**config.mk**
```make
export PLATFORM = sky130hd
export DESIGN_NAME = demux16x8_regbank_flat
export DESIGN_NICKNAME = d
export VERILOG_FILES = /design/src/rtl/demux16x8_regbank_if.sv /design/src/rtl/demux16x8_regbank.sv /design/src/flat_wrapper.sv
export SDC_FILE = /design/constraint.sdc
export NUM_CORES = 1
export LEC_CHECK = 0
export CELL_PAD_IN_SITES_DETAIL_PLACEMENT = 0
export CELL_PAD_IN_SITES_GLOBAL_PLACEMENT = 2
export CORE_MARGIN = 1.5
export CORE_UTILIZATION = 29
export DETAILED_ROUTE_END_ITERATION = 16
export PLACE_DENSITY = 0.77
export SLEW_MARGIN = 20
export SYNTH_ARGS = -nofsm -noshare
export SYNTH_HDL_FRONTEND = slang
export SYNTH_SLANG_ARGS = --single-unit
export TNS_END_PERCENT = 30
```
**constraint.sdc**
```tcl
create_clock -name clk -period 4.49 [get_ports clk]
set_input_delay 0.6735 -clock clk [delete_from_list [all_inputs] [get_ports clk]]
set_output_delay 0.6735 -clock clk [all_outputs]
set_load 0.1 [all_outputs]
```
**src/rtl/demux16x8_regbank_if.sv**
```systemverilog
// Write-back / issue bus of the register bank, with its registered read-out side.
interface demux16x8_regbank_if;
  logic        wr_en;
  logic [2:0]  wr_sel;
  logic [15:0] wr_data;
  logic [1:0]  wr_be;
  logic        busy_set;
  logic [2:0]  busy_sel;
  logic [15:0] data0;
  logic [15:0] data1;
  logic [15:0] data2;
  logic [15:0] data3;
  logic [15:0] data4;
  logic [15:0] data5;
  logic [15:0] data6;
  logic [15:0] data7;
  logic [7:0]  busy;
  logic [7:0]  wr_strobe;
  logic        err_unexpected;

  modport master (
    output wr_en, wr_sel, wr_data, wr_be, busy_set, busy_sel,
    input  data0, data1, data2, data3, data4, data5, data6, data7,
    input  busy, wr_strobe, err_unexpected
  );

  modport slave (
    input  wr_en, wr_sel, wr_data, wr_be, busy_set, busy_sel,
    output data0, data1, data2, data3, data4, data5, data6, data7,
    output busy, wr_strobe, err_unexpected
  );
endinterface

```
**src/rtl/demux16x8_regbank.sv**
```systemverilog
// 1-to-8 write-back demux into eight 16-bit registers with byte enables,
// a busy scoreboard, one-cycle write strobes and a sticky protocol-error flag.
module demux16x8_regbank #(
  parameter logic [15:0] RESET_VALUE = 16'h0000,
  parameter bit          CHECK_BUSY  = 1'b1
) (
  input logic                  clk,
  input logic                  reset,
  demux16x8_regbank_if.slave   bus
);

  localparam int unsigned NREG  = 8;
  localparam int unsigned DW    = 16;
  localparam int unsigned BYTEW = 8;

  logic [DW-1:0]   regs [NREG];
  logic [NREG-1:0] dsel;
  logic [NREG-1:0] set_vec;
  logic [NREG-1:0] clr_vec;
  logic [DW-1:0]   be_mask;
  logic [NREG-1:0] busy_q;
  logic [NREG-1:0] strobe_q;
  logic            err_q;

  // Decode destination / issue selects and expand byte enables to a bit mask.
  always_comb begin
    dsel    = NREG'(1) << bus.wr_sel;
    clr_vec = bus.wr_en ? dsel : '0;
    set_vec = bus.busy_set ? (NREG'(1) << bus.busy_sel) : '0;
    be_mask = {{BYTEW{bus.wr_be[1]}}, {BYTEW{bus.wr_be[0]}}};
  end

  // Register file: only enabled lanes of the selected register take new data.
  always_ff @(posedge clk or posedge reset) begin
    if (reset) begin
      for (int i = 0; i < NREG; i++) regs[i] <= RESET_VALUE;
    end else begin
      for (int i = 0; i < NREG; i++) begin
        if (clr_vec[i]) regs[i] <= (regs[i] & ~be_mask) | (bus.wr_data & be_mask);
      end
    end
  end

  // Strobe pulses with the updated data; scoreboard lets a same-cycle set beat the clear.
  always_ff @(posedge clk or posedge reset) begin
    if (reset) begin
      strobe_q <= '0;
      busy_q   <= '0;
    end else begin
      strobe_q <= clr_vec;
      busy_q   <= set_vec | (busy_q & ~clr_vec);
    end
  end

  generate
    if (CHECK_BUSY) begin : g_err
      // Sticky error on write-back to a register not marked busy before this edge.
      always_ff @(posedge clk or posedge reset) begin
        if (reset) err_q <= 1'b0;
        else       err_q <= err_q | (bus.wr_en & ~busy_q[bus.wr_sel]);
      end
    end else begin : g_noerr
      // Error checking disabled: flag held low.
      always_ff @(posedge clk or posedge reset) begin
        if (reset) err_q <= 1'b0;
        else       err_q <= 1'b0;
      end
    end
  endgenerate

  assign bus.data0          = regs[0];
  assign bus.data1          = regs[1];
  assign bus.data2          = regs[2];
  assign bus.data3          = regs[3];
  assign bus.data4          = regs[4];
  assign bus.data5          = regs[5];
  assign bus.data6          = regs[6];
  assign bus.data7          = regs[7];
  assign bus.busy           = busy_q;
  assign bus.wr_strobe      = strobe_q;
  assign bus.err_unexpected = err_q;

endmodule

```
**src/flat_wrapper.sv**
```systemverilog
// flat-port wrapper written by rule: the top's interface ports become plain ports
module demux16x8_regbank_flat 
#(
  parameter logic [15:0] RESET_VALUE = 16'h0000,
  parameter bit          CHECK_BUSY  = 1'b1
)
  (clk, reset, bus_wr_en, bus_wr_sel, bus_wr_data, bus_wr_be, bus_busy_set, bus_busy_sel, bus_data0, bus_data1, bus_data2, bus_data3, bus_data4, bus_data5, bus_data6, bus_data7, bus_busy, bus_wr_strobe, bus_err_unexpected);
  demux16x8_regbank_if bus_i ();
  input logic clk;
  input logic reset;
  input wire logic [$bits(bus_i.wr_en)-1:0] bus_wr_en;
  input wire logic [$bits(bus_i.wr_sel)-1:0] bus_wr_sel;
  input wire logic [$bits(bus_i.wr_data)-1:0] bus_wr_data;
  input wire logic [$bits(bus_i.wr_be)-1:0] bus_wr_be;
  input wire logic [$bits(bus_i.busy_set)-1:0] bus_busy_set;
  input wire logic [$bits(bus_i.busy_sel)-1:0] bus_busy_sel;
  output wire logic [$bits(bus_i.data0)-1:0] bus_data0;
  output wire logic [$bits(bus_i.data1)-1:0] bus_data1;
  output wire logic [$bits(bus_i.data2)-1:0] bus_data2;
  output wire logic [$bits(bus_i.data3)-1:0] bus_data3;
  output wire logic [$bits(bus_i.data4)-1:0] bus_data4;
  output wire logic [$bits(bus_i.data5)-1:0] bus_data5;
  output wire logic [$bits(bus_i.data6)-1:0] bus_data6;
  output wire logic [$bits(bus_i.data7)-1:0] bus_data7;
  output wire logic [$bits(bus_i.busy)-1:0] bus_busy;
  output wire logic [$bits(bus_i.wr_strobe)-1:0] bus_wr_strobe;
  output wire logic [$bits(bus_i.err_unexpected)-1:0] bus_err_unexpected;
  assign bus_i.wr_en = bus_wr_en;
  assign bus_i.wr_sel = bus_wr_sel;
  assign bus_i.wr_data = bus_wr_data;
  assign bus_i.wr_be = bus_wr_be;
  assign bus_i.busy_set = bus_busy_set;
  assign bus_i.busy_sel = bus_busy_sel;
  assign bus_data0 = bus_i.data0;
  assign bus_data1 = bus_i.data1;
  assign bus_data2 = bus_i.data2;
  assign bus_data3 = bus_i.data3;
  assign bus_data4 = bus_i.data4;
  assign bus_data5 = bus_i.data5;
  assign bus_data6 = bus_i.data6;
  assign bus_data7 = bus_i.data7;
  assign bus_busy = bus_i.busy;
  assign bus_wr_strobe = bus_i.wr_strobe;
  assign bus_err_unexpected = bus_i.err_unexpected;
  demux16x8_regbank #(.RESET_VALUE(RESET_VALUE), .CHECK_BUSY(CHECK_BUSY)) u_core (.clk(clk), .reset(reset), .bus(bus_i));
endmodule
```
; ---- Word level (Yosys, flattened, before mapping)
; Index checks and enable logic that the tools add are counted.
[totals]
output_inout_bits = 145
reg_bits = 145
word_cells = 42
input_bits = 28
[classes]
n_mux = 4
magnitude_cmp = 1
bitwise = 24
n_shift = 2
[op_table]
columns = operator, count
row1 = $and 16x16->16, 9
row2 = $or 16x16->16, 8
row3 = $mux 8, 2
row4 = $not 16->16, 1
row5 = $shl 1x3->8 const A, 2
row6 = $and 8x8->8, 1
row7 = $not 8->8, 1
row8 = $or 8x8->8, 1
row9 = $lt 3x4->1 const B, 1
row10 = $bmux 1 s3, 1
row11 = $and 1x1->1, 1
row12 = $mux 1, 1
row13 = $not 1->1, 1
row14 = $or 1x1->1, 1

; ---- Longest topological paths before layout
[logic_depth]
depth_word = 5
ltp_mapped = 5
depth_no_buf = 3

; ---- Worst setup path before layout
; No wires, ideal clock.
[synth_path]
kind = input -> register
start = input bus_wr_sel[2]
end = register (tool-made name)
setup_ns = 0.125
arrival_ns = 1.702
stages = 5
path_slack_ns = 2.662
n_path_buf = 2
required_ns = 4.365
cell_sequence = buf_2 > nand2b_1 > buf_2 > nor2_4 > mux2_2
[synth_lines]
columns = element, line_no
row1 = from (decl), flat_wrapper.sv:12  ; input wire logic [$bits(bus_i.wr_sel)-1:0] bus_wr_sel;

; ---- Worst setup path in the final report
[layout_path]
start = register u_core.busy_q[3] (netlist: u_core.bus.busy[3])
end = output bus_busy[3]
[layout_lines]
columns = element, line_no
row1 = from (decl), demux16x8_regbank.sv:21  ; logic [NREG-1:0] busy_q;
row2 = from (signal assigned), demux16x8_regbank.sv:51  ; busy_q <= set_vec | (busy_q & ~clr_vec);
row3 = to (decl), flat_wrapper.sv:25  ; output wire logic [$bits(bus_i.busy)-1:0] bus_busy;
; No word-level cell between the ends.

==> qor.yml <==
cts:
  clk_path_buf_depth: 2
  htree_levels: 4
  postCtsSetupRepairBufs: 0
  cts_hold_buf: 0
  clk_pin_slew_ns: 0.06
  cts.sinks: 145
  tritoncts: "yes"
  cts_root_buf: "clkbuf_16"
  cts.repair.resized: 0
  numCtsBuffers: 17
  worstSkewPairLatency_ns: 0.42
timing:
  fin_crit_sh_pct: 59.0
  max_clock_freq_ghz: 0.378
  rsz0062_at_grt: "false"
  slew_viol_final: 0
  skew_ns: 0.00498
  period_needed_ns: 2.65
  finalHoldViolCount: 0
  worstMarginPinSlew_ns: 1.05
  relSlewSlack_pct: 29.9
  final.setup.tns_ns: 0
  setup_viol: 0
drt:
  drtAntennaViolNets: 0
  via_per_inst: 4.41
  top_layer_used: "met4"
  wl_um: 15100
  wl_met2_um: 7550
  vias: 3559
  first_iter_violations: 98
  wl_met3_um: 596
  drc: 0
  firstDrtPassIters: 4
  met1_length_um: 6700
  routedWlPerCell_um: 18.7
synthesis:
  ys_types: 28
  yosys_warnings: 0
  async_flop_share_pct: 100
  synth_area_sq_um: 5690
  synth-main-ff-cell: "dfrtp_1"
  syn_nets: 373
  ys_seq_area_share_pct: 63.8
  synth-compound-area-share_pct: 1.67
  synth_top_cell_by_area: "dfrtp_1"
  syn_inst: 345
  synthMuxAreaShare_pct: 27.1
  synth_top_area_share_pct: 63.8
  synth_edf_count: 0
  syn_avg_cell_area_sq_um: 16.5
  synth_top_family_by_area: "multiplexers"
  synthXorXnorAreaFrac_pct: 0
  synth_common_cells: "145 x dfrtp_1, 109 x mux2_2, 16 x mux2_4"
  synth.most_common_cell: "dfrtp_1"
  synth_fa_ha_area_share_pct: 0
  synth-simple-area-share_pct: 6.14
  synthTopCellsByArea: "dfrtp_1 64%, mux2_2 22%, mux2_4 4.2%"
  ys_seq_elements: 145
worst_setup_path:
  required_ns: 3.82
  max_stage_delay_ns: 1.16
  cp_cell_sequence: "clkdlybuf4s50_1"
  critPathLaunch: "u_core.bus.busy[3]"
  worstPathArrival_ns: 1.97
  path_buf_inv: 1
  cpLargestDelayFamily: "buffers and inverters"
  slowest_stage: "clkdlybuf4s50_1"
  critical_path_class: "flip-flop to output port"
  path_max_fanout: 3
  r2r-start: "u_core.bus.busy[3]"
  end_kind: "output port"
  critPathLaunchType: "flip-flop"
place:
  io_buffers: 172
  place_hpwl_um: 10900
  place_area_sq_um: 7720
  gp_congestion: 0.784
die:
  start_util_pct: 29.4
  die_y_um: 143
  die-area_sq_um: 20500
  num_io_pins: 173
  row_count: 51
  core-area_sq_um: 19300
  die_x_um: 143
final_layout:
  final_cell_area_sq_um: 8400
  num-fill-cells: 1746
  n_antenna_cell: 0
  multi_input_area_sq_um: 1990
  layout-drive-gt1-share_pct: 33.2
  regArea_sq_um: 3630
  syn_to_final_growth_pct: 47.7
  final_nets: 558
run_status:
  status: "completed"
power_and_ir_drop:
  p_leak_uw: 0.00355
  power_density_nw_per_um2: 779
  peakVddDrop_mv: 0.408
job:
  drv_cap: 0
grt:
  grt_pass1_vias: 3781
  grt_max_degree: 76
  antenna_found_initial: 0
  track_usage_pct: 15.4
  grt_pass1_wl_um: 23100
  overflow: 0
min_path:
  hp-class: "flip-flop to flip-flop"
[power by group]
group / total (uW) / internal, uW / switching (uW) / leakage (uW)
registers: 1760 / 1590 / 168 / 0.00178
clock network: 1620 / 1100 / 529 / 0.000339
logic: 3160 / 715 / 2450 / 0.00143
total: 6550 / 3400 / 3140 / 0.00355
[stage by stage]
stage	instances	util (%)	power, uW	setup WS [ns]	hold WS, ns
floorplan	345	-	4180	2.00	0.770
global placement	776	39.9	4940	1.70	0.482
detailed placement	776	39.9	4960	1.63	0.494
CTS	807	43.4	6600	1.82	0.507
global route	807	43.4	6750	1.78	0.514
finish	807	43.4	6550	1.84	0.505
[placed cells by master, fill, tap and decap left out, types with 4 or more instances in the layout]
master and instances:
clkdlybuf4s50_1 172, dfrtp_1 145, mux2_2 109, clkbuf_16 17, mux2_4 16, nor2_4 12, o21ai_0 11, nand2b_1 8
nor2_1 6, bufinv_16 6, clkbuf_8 4
[per-layer routing]
layer | track usage [%] | vias up
met5 | 0 | -
met4 | 5.53 | 0
met3 | 3.76 | 18
met2 | 24.7 | 90
met1 | 20.2 | 1847
li1 | - | 1604
[final timing paths]
path	endpoint	slack [ns]	cells after the start
min in group asynchronous	asynchronous set/reset pin	0.71	2
max	bus_busy[3]	1.84	1
min reg2reg	flip-flop	0.50	1
min	flip-flop	0.50	1
max reg2reg	u_core.bus.err_unexpected	3.22	2
max in group asynchronous	asynchronous set/reset pin	2.79	3
[area by class of cell]
type	instances	share of cell area, %
multi-input combinational	188	23.7
tap	265	3.95
clock inverter	10	2.43
inverter	4	0.223
sequential	145	43.2
clock buffer	21	5.72
timing repair buffer	174	20.8
[cells by family after synthesis]
| family | Yosys count |
|---|---|
| simple gates | 41 |
| mux | 131 |
| compound gates | 16 |
| buf+inv | 12 |
| flops | 145 |
(Power assumes the default switching activity.)
==> edit 1 (config.mk and constraints unchanged) <==
`CHECK_BUSY` is set to 1'b1 in 2 places; all go to 1'b0.
--- a/src/rtl/demux16x8_regbank.sv
+++ b/src/rtl/demux16x8_regbank.sv
@@ -2,7 +2,7 @@
 // a busy scoreboard, one-cycle write strobes and a sticky protocol-error flag.
 module demux16x8_regbank #(
   parameter logic [15:0] RESET_VALUE = 16'h0000,
-  parameter bit          CHECK_BUSY  = 1'b1
+  parameter bit          CHECK_BUSY  = 1'b0
 ) (
   input logic                  clk,
   input logic                  reset,
--- a/src/flat_wrapper.sv
+++ b/src/flat_wrapper.sv
@@ -2,7 +2,7 @@
 module demux16x8_regbank_flat 
 #(
   parameter logic [15:0] RESET_VALUE = 16'h0000,
-  parameter bit          CHECK_BUSY  = 1'b1
+  parameter bit          CHECK_BUSY  = 1'b0
 )
   (clk, reset, bus_wr_en, bus_wr_sel, bus_wr_data, bus_wr_be, bus_busy_set, bus_busy_sel, bus_data0, bus_data1, bus_data2, bus_data3, bus_data4, bus_data5, bus_data6, bus_data7, bus_busy, bus_wr_strobe, bus_err_unexpected);
   demux16x8_regbank_if bus_i ();
Behaviour: not the same (Yosys sat finds a counterexample within 4 cycles, from zero or initial values and one cycle with reset high).
==> edit 1 against the original RTL <==
The flow now finishes with violations (DRC); total power decreased by 2.1%; largest cell class unchanged; synthesized area decreased by 5.3%; cell area decreased by 4.3%; setup slack improved by 31 ps; hold slack got worse by 3.1 ps; sequential cell count decreased by 1; wire length decreased by 5.7%.
==> edit 1: results (changes against the original RTL) <==
drt_iter0_drc: 138  # was 98
skew_ps: 0  # was 4.979 ps
synth_mux_area_share_pct: 26.75  # was 27.14%
syn-num-nets: 364  # was 373
fill_cells: 1599  # was 1746
final-hold-violation-count: 0  # unchanged
violations: "DRC"
ys_async_sr_fraction_pct: 100.0  # unchanged
synth_cell_type_count: 17  # was 28
viasPerCell: 4.557  # was 4.410
finalNetCount: 549  # was 558
ir_worst_vdd_uv: 571.0  # was 407.9 uV
antenna_cells: 0  # unchanged
cp_slowest_stage_delay_ps: 1150
worstPathArrival_ps: 1940  # was 1970 ps
grt_pass1_vias: 3659  # was 3781
p_leak_nw: 3.379  # was 3.551 nW
gp_congestion: 0.7302  # was 0.7843
grt_pass1_wl_um: 22400  # was 23070 um
grt_max_degree: 70  # was 76
place_area_um2: 7381  # was 7716 um2
track_usage_pct: 15.32  # was 15.41%
drc_errors: 17  # was 0
crit_fanout: 2  # was 3
firstDrtPassIters: 10  # was 4
status: "finished with violations"  # was complete, no violations
dpl.hpwl_um: 10050  # was 10860 um
synth_top_family_by_area: "multiplexers"  # unchanged
synth-compound-area-share_pct: 1.440  # was 1.671%
ys_seq_area_share_pct: 66.87  # was 63.78%
worstMarginPinSlew_ps: 1047  # was 1049 ps
port_buffers: 171  # was 172
netlist_top_cells_count: "dfrtp_1 (144), mux2_2 (128), nor2_2 (12)"  # was dfrtp_1 (145), mux2_2 (109), mux2_4 (16)
synth.area.top_cells: "dfrtp_1 (67%), mux2_2 (27%), nor2_2 (1.4%)"  # was dfrtp_1 (64%), mux2_2 (22%), mux2_4 (4.2%)
drive_gt1_share_pct: 32.40  # was 33.21%
[edit 1: logic make-up (layout without fill, tap and decap cells)]
logic type,Yosys count,count (layout)
simple gates,39,39
compound gates,14,14
buf+inv,10,208
other cells,1,1
flops,144,144
mux,128,128
[edit 1: cell type report]
type / count / area, um2 / area share [%]
Multi-Input combinational cell: 182 / 1737 / 21.61
Clock buffer: 22 / 474.2 / 5.901
Sequential cell: 144 / 3603 / 44.84
Inverter: 3 / 15.01 / 0.1868
Timing Repair Buffer: 173 / 1739 / 21.64
Tap cell: 229 / 286.5 / 3.565
Clock inverter: 10 / 181.4 / 2.258
[edit 1: path summary, 6_finish.rpt]
check | startpoint | end | slack, ps | cells after the start
min reg2reg | flip-flop | flip-flop | 500 | 1
max reg2reg | flip-flop | flip-flop | 3690 | 1
min in group asynchronous | reset | async pin | 780 | 2
max | flip-flop | bus_data4[1] | 1870 | 1
min | flip-flop | flip-flop | 500 | 1
max in group asynchronous | reset | async pin | 2720 | 3
[edit 1: metal layers]
layer,GRT usage [%],vias to the layer above,share of wire [%]
met4,4.535,0,0.75
met3,6.573,11,9.4
li1,-,1548,-
met1,19.89,1782,44
met2,23.25,136,45
met5,0,-,0
[edit 1: per-stage QoR]
stage,util (%),setup slack [ps],std cells
CTS,44.43,1846,763
finish,44.43,1874,763
detailed placement,40.81,1778,731
floorplan,-,2011,336
global route,44.43,1813,763
global placement,40.81,1781,731
[edit 1: power by group]
group          internal [mW]  total [mW]  switching, mW
Combinational          0.689        3.12           2.43
Sequential              1.58        1.74          0.161
Clock                   1.03        1.55          0.522
==> edit 2 (same flow settings) <==
Without the edit above. Make the reset (`reset`) synchronous in 4 clocked blocks.
--- a/src/rtl/demux16x8_regbank.sv
+++ b/src/rtl/demux16x8_regbank.sv
@@ -31,7 +31,7 @@
   end
 
   // Register file: only enabled lanes of the selected register take new data.
-  always_ff @(posedge clk or posedge reset) begin
+  always_ff @(posedge clk) begin
     if (reset) begin
       for (int i = 0; i < NREG; i++) regs[i] <= RESET_VALUE;
     end else begin
@@ -42,7 +42,7 @@
   end
 
   // Strobe pulses with the updated data; scoreboard lets a same-cycle set beat the clear.
-  always_ff @(posedge clk or posedge reset) begin
+  always_ff @(posedge clk) begin
     if (reset) begin
       strobe_q <= '0;
       busy_q   <= '0;
@@ -55,13 +55,13 @@
   generate
     if (CHECK_BUSY) begin : g_err
       // Sticky error on write-back to a register not marked busy before this edge.
-      always_ff @(posedge clk or posedge reset) begin
+      always_ff @(posedge clk) begin
         if (reset) err_q <= 1'b0;
         else       err_q <= err_q | (bus.wr_en & ~busy_q[bus.wr_sel]);
       end
     end else begin : g_noerr
       // Error checking disabled: flag held low.
-      always_ff @(posedge clk or posedge reset) begin
+      always_ff @(posedge clk) begin
         if (reset) err_q <= 1'b0;
         else       err_q <= 1'b0;
       end
Formal check against the unedited RTL: differs if reset is asserted again (counterexample within 4 cycles, from zero or initial values and one cycle with reset high); with reset held inactive, the same outputs for 10 cycles.
==> edit 2 against the original RTL <==
Cell area is 3.0% higher; die area rose by 9.9%; sequential cell count is the same; synthesized area grew 10%; critical path depth stayed put; register-to-register slack barely moved; wire length grew 21%; setup slack got worse by 25 ps; global-route usage rose by 0.88 points; sequential share of layout area grew 5.2 points; first-iteration DRC count rose to 3.4 times the old value; critical path type unchanged; largest cell class unchanged.
Power is not compared: it rests on default switching activity, and its combinational part moved more than twofold at a synthesized area within 25%.
==> edit 2: results (changes against the original RTL) <==
viasPerCell: 4.766  # was 4.410
synth_top_flop_cell: "edfxtp_1"  # was dfrtp_1
reg2reg_slack_ps: 3210  # was 3220 ps
port_buffers: 172  # unchanged
vias: 4580  # was 3559
ys_seq_area_share_pct: 66.81  # was 63.78%
synth_cell_type_count: 35  # was 28
hp-class: "reg -> reg"  # unchanged
grt_pass1_wl_um: 26840  # was 23070 um
skew_ps: 0.7560  # was 4.979 ps
cts_resized: 0  # unchanged
clk_latency_ps: 420  # about the same
firstDrtPassIters: 5  # was 4
syn-num-nets: 540  # was 373
pre_cts_slack_ps: 1702  # was 1633 ps
worstPathArrival_ps: 2000  # was 1970 ps
drt_iter0_drc: 338  # was 98
status: "complete, no violations"  # unchanged
cpMaxStageDelayCell: "clkdlybuf4s50_1"  # unchanged
htreeDepth: 4  # unchanged
gp_congestion: 0.8337  # was 0.7843
finalNetCount: 701  # was 558
synth.area.top_cells: "edfxtp_1 (61%), nand2b_1 (13%), a21oi_1 (10%)"  # was dfrtp_1 (64%), mux2_2 (22%), mux2_4 (4.2%)
clk_pin_slew_ps: 60  # about the same
track_usage_pct: 16.29  # was 15.41%
ys_async_sr_fraction_pct: 0  # was 100.0%
whs_ps: 504.6  # was 504.9 ps
netlist_top_cells_count: "a21oi_1 (131), edfxtp_1 (128), nand2b_1 (128)"  # was dfrtp_1 (145), mux2_2 (109), mux2_4 (16)
fill_cells: 2018  # was 1746
crit_fanout: 2  # was 3
drive_gt1_share_pct: 4.665  # was 33.21%
wirelength_um: 18270  # was 15110 um
avgSynthCellArea_um2: 12.23  # was 16.49 um2
synth_edf_count: 128  # was 0
dpl.cell_count: 929  # was 776
finalCritPeriodShare_pct: 59.51  # was 58.96%
dpl.hpwl_um: 12880  # was 10860 um
relSlewSlack_pct: 29.41  # was 29.87%
largest_reg_flops: 128
root_buffer: "clkbuf_16"  # unchanged
grt_max_degree: 73  # was 76
edit 2: cell types whose count changed in the layout (fill, tap and decap cells not counted), sizes merged, moves of 7 or more:
cell    unedited run  this run
dfrtp            145         0
a21oi              0       131
edfxtp             0       128
mux2             128         1
nand2b             8       128
nand2              4        24
dfxtp              0        17
nor2              19         2
inv                3        18
clkbuf            21        28
edit 2: power by group:
part | internal [mW] | switching, mW | leakage [nW]
clock | 0.699 | 0.504 | 0.231
combinational | 0.170 | 0.628 | 1.32
sequential | 1.54 | 0.0507 | 1.47
edit 2: path summary, 6_finish.rpt:
| path | from | to | cells after the start |
|---|---|---|---|
| max | u_core.regs[0][101] | bus_data6[5] | 1 |
| min | u_core.bus.busy[5] | u_core.bus.busy[5] | 2 |
| max reg2reg | u_core.bus.busy[6] | u_core.bus.err_unexpected | 3 |
| min reg2reg | u_core.bus.busy[5] | u_core.bus.busy[5] | 2 |
edit 2: kinds of logic after synthesis:
logic type             after synthesis  synth area share [%]
flip-flops                         145                 66.81
AO/OA/AOI/OAI                      146                 12.37
buffers and inverters               48                 3.396
AND/OR/NAND/NOR                    171                 16.76
multiplexers                         2                0.6593
edit 2: final cells by class:
| class | count | share of cell area, % |
|---|---|---|
| clock buffer | 28 | 5.393 |
| clock inverter | 4 | 0.1879 |
| multi-input combinational | 319 | 21.60 |
| sequential | 145 | 48.34 |
| inverter | 18 | 0.7807 |
| timing repair buffer | 172 | 19.72 |
| tap | 275 | 3.976 |
edit 2: metrics by stage:
stage	utilization, %	area [um2]	total power [mW]
after floorplan	-	6262	2.208
after global placement	38.75	8172	2.416
after detailed placement	38.75	8172	2.422
after CTS	41.04	8655	3.629
after global routing	41.04	8655	3.714
final	41.04	8655	3.595
edit 2: tightest hold or removal path: cells and delay by family (launching register included):
family,cells,cell delay [ps]
AO/OA/AOI/OAI,1,70
buffers and inverters,1,50
flip-flops,1,330
edit 2: layer usage:
| layer | global-route usage [%] | part of all wire (%) | wire length [um] |
|---|---|---|---|
| met1 | 20.97 | 43 | 7816 |
| met2 | 26.40 | 48 | 8858 |
| met3 | 3.994 | 6.7 | 1233 |
| met4 | 6.176 | 2.0 | 365 |
| met5 | 0 | 0 | 0 |
